File: src/rtl/sample_burst_controller.sv
// Burst sequencer: moves N samples from the random source into the
// canceller input under a valid/ready handshake, with a programmable
// idle gap between an accepted sample and the next load.
//
// state    | meaning
// ---------+-------------------------------------------------------------
// IDLE     | waiting for start; start with N=0 only produces a done pulse
// LOAD     | capture src_signal into out_sample, pulse src_adv
// WAIT_ACK | out_sample/out_valid held until out_ready
// GAP      | counting down the inter-sample gap before the next LOAD
module sample_burst_controller #(
    parameter int CNT_W  = 16,
    parameter int GAP_W  = 8,
    parameter int DATA_W = 16
) (
    input  logic              clk_sampling,
    input  logic              reset,
    input  logic              start,
    input  logic              abort,
    input  logic [CNT_W-1:0]  n_samples,
    input  logic [GAP_W-1:0]  gap_cycles,
    input  logic [DATA_W-1:0] src_signal,
    output logic              src_adv,
    output logic [DATA_W-1:0] out_sample,
    output logic              out_valid,
    input  logic              out_ready,
    output logic              busy,
    output logic              done,
    output logic [CNT_W-1:0]  sample_idx
);

    typedef enum logic [1:0] {
        S_IDLE     = 2'd0,
        S_LOAD     = 2'd1,
        S_WAIT_ACK = 2'd2,
        S_GAP      = 2'd3
    } state_t;

    state_t              state_q, state_d;
    logic [DATA_W-1:0]   out_sample_q, out_sample_d;
    logic                out_valid_q, out_valid_d;
    logic                done_q, done_d;
    logic [CNT_W-1:0]    sample_idx_q, sample_idx_d;
    logic [CNT_W-1:0]    n_q, n_d;
    logic [GAP_W-1:0]    gap_q, gap_d;
    logic [GAP_W-1:0]    cnt_q, cnt_d;

    logic                handshake;
    logic [CNT_W-1:0]    idx_inc;

    assign handshake = out_valid_q & out_ready;
    assign idx_inc   = sample_idx_q + CNT_W'(1);

    // State and datapath registers, synchronous active-high reset.
    always_ff @(posedge clk_sampling) begin
        if (reset) begin
            state_q      <= S_IDLE;
            out_sample_q <= '0;
            out_valid_q  <= 1'b0;
            done_q       <= 1'b0;
            sample_idx_q <= '0;
            n_q          <= '0;
            gap_q        <= '0;
            cnt_q        <= '0;
        end else begin
            state_q      <= state_d;
            out_sample_q <= out_sample_d;
            out_valid_q  <= out_valid_d;
            done_q       <= done_d;
            sample_idx_q <= sample_idx_d;
            n_q          <= n_d;
            gap_q        <= gap_d;
            cnt_q        <= cnt_d;
        end
    end

    // Next-state and next-datapath decode; abort outranks everything but reset,
    // while a handshake in the abort cycle still counts.
    always_comb begin
        state_d      = state_q;
        out_sample_d = out_sample_q;
        out_valid_d  = out_valid_q;
        done_d       = 1'b0;
        sample_idx_d = sample_idx_q;
        n_d          = n_q;
        gap_d        = gap_q;
        cnt_d        = cnt_q;
        unique case (state_q)
            S_IDLE: begin
                if (start) begin
                    if (n_samples != '0) begin
                        n_d          = n_samples;
                        gap_d        = gap_cycles;
                        sample_idx_d = '0;
                        state_d      = S_LOAD;
                    end else begin
                        done_d = 1'b1;
                    end
                end
            end
            S_LOAD: begin
                if (abort) begin
                    out_valid_d = 1'b0;
                    done_d      = 1'b1;
                    state_d     = S_IDLE;
                end else begin
                    out_sample_d = src_signal;
                    out_valid_d  = 1'b1;
                    state_d      = S_WAIT_ACK;
                end
            end
            S_WAIT_ACK: begin
                if (handshake) begin
                    out_valid_d  = 1'b0;
                    sample_idx_d = idx_inc;
                end
                if (abort) begin
                    out_valid_d = 1'b0;
                    done_d      = 1'b1;
                    state_d     = S_IDLE;
                end else if (handshake) begin
                    if (idx_inc == n_q) begin
                        done_d  = 1'b1;
                        state_d = S_IDLE;
                    end else if (gap_q == '0) begin
                        state_d = S_LOAD;
                    end else begin
                        cnt_d   = gap_q;
                        state_d = S_GAP;
                    end
                end
            end
            S_GAP: begin
                if (abort) begin
                    done_d  = 1'b1;
                    state_d = S_IDLE;
                end else if (cnt_q == GAP_W'(1)) begin
                    state_d = S_LOAD;
                end else begin
                    cnt_d = cnt_q - GAP_W'(1);
                end
            end
            default: state_d = S_IDLE;
        endcase
    end

    // Output decode: src_adv only when the load actually happens.
    always_comb begin
        src_adv    = (state_q == S_LOAD) && !abort && !reset;
        busy       = (state_q != S_IDLE);
        out_sample = out_sample_q;
        out_valid  = out_valid_q;
        done       = done_q;
        sample_idx = sample_idx_q;
    end

endmodule
File: config.mk
export PLATFORM = sky130hd
export DESIGN_NAME = sample_burst_controller
export DESIGN_NICKNAME = d
export VERILOG_FILES = /design/src/rtl/sample_burst_controller.sv
export SDC_FILE = /design/constraint.sdc
export NUM_CORES = 1
export LEC_CHECK = 0
export BUFFER_PORTS_ARGS = -buffer_cell sky130_fd_sc_hd__buf_2
export CAP_MARGIN = 10
export CORE_MARGIN = 2
export CORE_UTILIZATION = 35
export CTS_BUF_LIST = sky130_fd_sc_hd__clkbuf_16
export DETAILED_ROUTE_END_ITERATION = 10
export PLACE_DENSITY_LB_ADDON = 0.3
export SLEW_MARGIN = 20
export SYNTH_ARGS = -nofsm -noshare
export SYNTH_HDL_FRONTEND = slang
export SYNTH_SLANG_ARGS = --single-unit
File: constraint.sdc
create_clock -name clk_sampling -period 4 [get_ports clk_sampling]
set_input_delay 0.8 -clock clk_sampling [delete_from_list [all_inputs] [get_ports clk_sampling]]
set_output_delay 0.8 -clock clk_sampling [all_outputs]
set_load 0.05 [all_outputs]
==> impl_summary.txt <==
----------------------------------------------------
[Power]
  Part of the power in the clock network ... 42.2%
  Comb pwr share ... 12.5%
  Sequential fraction of design power ... 45.2%
  PD cells ... 375.5 nW/um^2
  Max IR drop VDD ... 0.2074 mV
  Switching Power ... 424.8 uW
  Switching share of power ... 26.36%
  Total power after layout ... 1.611 mW
  Cell leakage power ... 1.842 nW
  Internal power ... 1.187 mW

[Floorplan]
  Vert. Die Dim ... 104.9 um
  Die width ... 104.9 um
  Initial cell density of the core ... 36.28%
  Floorplan die area ... 11000 sq um
  Floorplan core area ... 9819 sq um
  Num ports ... 81
  Standard-cell rows ... 36

[Worst setup path]
  Startpoint type of the worst setup path ... flip-flop
  Number of cells traversed by the worst register-to-register path ... 9
  WP data required ... 4.25 ns
  Minimum setup slack among reg-to-reg paths ... 0.90 ns
  Max stage delay cell, worst path ... or4_1
  Largest fanout on the critical path ... 15
  Cell-by-cell listing of the critical path ... ha_1 -> nand3_2 -> nor4_4 -> mux2_2 -> a311o_1 -> and4_4 -> a2bb2oi_4 -> or4_1 -> o31ai_2
  Arrival time of data at the critical path endpoint ... 3.35 ns
  Startpoint-to-endpoint class of the critical path ... flip-flop to flip-flop
  Endpoint class of the critical path ... flip-flop
  Maximum cell stage delay along the critical path ... 0.54 ns

[Placed design]
  Count of port buffers added during placement ... 80
  Final estimated routing congestion in global placement ... 0.8519
  Placement Cell Area ... 4040 sq um
  Hpwl dp ... 6769 um
  Setup WS pre-CTS ... 0.9001 ns

[CTS]
  Clk sinks ... 68
  Clock tree buffer depth ... 2
  Later-pin clock latency in the skew report ... 0.34 ns
  Number of buffers added to fix hold violations after cts ... 0
  Clock tree from TritonCTS ... yes
  Clock buffer count from CTS ... 9
  Post-CTS sizing ... 0
  Clock root cell ... clkbuf_16
  Number of H-tree levels ... 3
  Clock transition at the registers of the reported paths ... 0.05 ns
  Total setup buffers inserted after CTS ... 0

[Synth]
  Yosys reg bits ... 68
  Count of mapped cells out of synthesis ... 439
  Count of unique library cells instantiated by Yosys ... 56
  Syn Std Cell Area ... 3562 sq um
  Most area-hungry cell type in the Yosys netlist ... dfxtp_1
  Share of the synthesized area in the top cell type ... 38.22%
  Post-synth net total ... 487
  Most area-consuming cells after synthesis ... dfxtp_1 (38%), mux2i_1 (7.0%), a21oi_1 (6.3%), nand2_1 (6.2%), nor2_1 (6.1%)
  Mean cell area of the mapped netlist ... 8.114 sq um
  Count of yosys warnings during synthesis ... 0
  Fraction of the yosys area taken by sequential cells ... 38.22%

[Global routing]
  Initial antenna violation count ... 0
  Maximum number of pins on one net before global-route repair ... 75
  Residual overflow from global routing ... 0
  First-pass GRT wire length ... 15630 um
  Number of global-route vias before repair ... 3117
  All-Layer GR Usage ... 17.60%

[Drt]
  Number of detailed-route iterations in the first pass ... 5
  Final routed wire length divided by cell count ... 14.45 um
  Number of vias per cell after detailed routing ... 5.228
  Routed via count ... 3372
  Number of DRC markers after the initial detailed-route iteration ... 159
  Final wirelength ... 9323 um
  Number of nets with antenna violations after detailed routing ... 0
  Post-route DRC violation count ... 0

[Job]
  Max-cap check violation count ... 0

[Finish]
  Summed area of non-filler cells in the final layout ... 4292 sq um
  Fillers ... 1026
  Diode count ... 0
  Layout overhead on the synthesized area ... 20.48%
  Layout cells sized above 1 ... 22.07%
  Total Nets Final ... 556

[STA]
  Least-Margin Pin Slew ... 0.8006 ns
  Crit path time final ... 3.097 ns
  Post-Route Skew ... 0.003396 ns
  Setup repair after global routing missed its margin ... false
  Least setup slack across all paths after layout ... 0.9035 ns
  Count of pins over their slew limit ... 0
  Final worst path period share ... 77.41%
  Achievable Freq ... 0.3229 GHz
  Total negative setup slack ... 0 ns
  Final setup violation count ... 0
  Worst-case headroom to the max-slew limit ... 46.37%
  Total count of hold-check failures in the final report ... 0

[Status]
  Run status ... complete, no violations

[Worst hold path]
  Hold Crit Class ... flip-flop to flip-flop
  Number of stages on the worst hold path ... 2

----------------------------------------------------
## cell usage in the layout, fill, tap and decap left out, types with 7 or more instances in the layout
master      n
a21oi_1    45
clkbuf_16   9
nor2_1     58
xnor2_1     9
nor4_1      7
xor2_1     11
dfxtp_1    68
nor3_1      9
nand2_1    59
nand3_1    12
nand3b_1    7
mux2i_1    25
or3_1       8
o21ai_0    14
inv_1       9
buf_2      80
## worst paths after layout
| kind | endpoint | start |
|---|---|---|
| worst max register to register | cnt_q[0] | sample_idx[0] |
| worst min register to register | out_sample[13] | out_sample[13] |
| worst min-delay path | out_sample[13] | out_sample[13] |
| worst max-delay path | cnt_q[0] | sample_idx[0] |
## layer usage
metal	global-route usage [%]	vias to the layer above	part of all wire, %	routed length [um]
met2	26.90	116	46	4246
met3	2.932	11	5.5	511
met4	8.286	0	1.6	149
met5	0	-	0	0
met1	24.08	1541	47	4416
li1	-	1704	-	-
## power groups by stage
| stage | clock (mW) | sequential (mW) | combinational, mW |
|---|---|---|---|
| 2_1_floorplan | 0 | 0.757 | 0.126 |
| 3_3_place_gp | 0 | 0.742 | 0.200 |
| 3_5_place_dp | 0 | 0.743 | 0.203 |
| 4_1_cts | 0.700 | 0.729 | 0.204 |
| 5_1_grt | 0.722 | 0.732 | 0.224 |
| 6_report | 0.680 | 0.729 | 0.202 |
## sequential cells by signal (all words and copies together), names as in the netlist
register / cells
state_q: 2
out_sample: 16
done: 1
sample_idx: 16
cnt_q: 8
n_q: 16
out_valid: 1
gap_q: 8
## metrics by stage
step | cells | hold slack, ns | util, %
final | 645 | 0.4504 | 43.71
after global routing | 645 | 0.4698 | 43.71
after CTS | 645 | 0.4515 | 43.68
after detailed placement | 630 | 0.4439 | 41.14
after global placement | 630 | 0.4391 | 41.14
after floorplan | 439 | 0.4593 | -
## layout make-up
| class | count | area (sq um) | area share [%] |
|---|---|---|---|
| Clock inverter | 6 | 23.77 | 0.5539 |
| Inverter | 8 | 30.03 | 0.6997 |
| Sequential cell | 68 | 1361 | 31.72 |
| Clock buffer | 9 | 225.2 | 5.248 |
| Multi-Input combinational cell | 337 | 2054 | 47.87 |
| Tap cell | 133 | 166.4 | 3.878 |
| Timing Repair Buffer | 84 | 430.4 | 10.03 |
## worst max-delay path: cells and delay by family, from the launching register on
family / cells / cell delay, ns
simple gates: 4 / 1.30
mux: 1 / 0.37
compound gates: 3 / 0.54
fa+ha+maj: 1 / 0.31
flops: 1 / 0.48
## cell families after synthesis
family,count (synthesis),share of synthesized area [%]
xor+xnor,20,4.918
buf+inv,34,4.180
flops,68,38.22
mux,26,7.341
simple gates,194,27.22
compound gates,94,17.07
fa+ha+maj,3,1.054
## cells in the mapped netlist, drive strengths merged
library cell / instances
o311a: 1
o311ai: 1
buf: 10
a21o: 1
and3: 3
or3: 8
nor2b: 4
a2111oi: 2
o22ai: 1
nand4: 7
nor3: 10
a31oi: 6
a311o: 1
o211ai: 1
nand3: 14
inv: 8
a21oi: 48
nand2b: 5
or2: 1
nor4: 8
o21ai: 16
dfxtp: 68
nor3b: 3
o31ai: 2
xnor2: 9
o221ai: 1
mux2: 1
and2: 1
ha: 3
a311oi: 4
clkbuf: 16
xor2: 11
mux2i: 25
nor2: 58
o2bb2ai: 1
or4: 3
a2bb2oi: 1
a211o: 2
o32ai: 3
nand2: 59
and4: 3
a211oi: 2
nand3b: 7
Note: power is estimated with default switching activity, not from simulation.
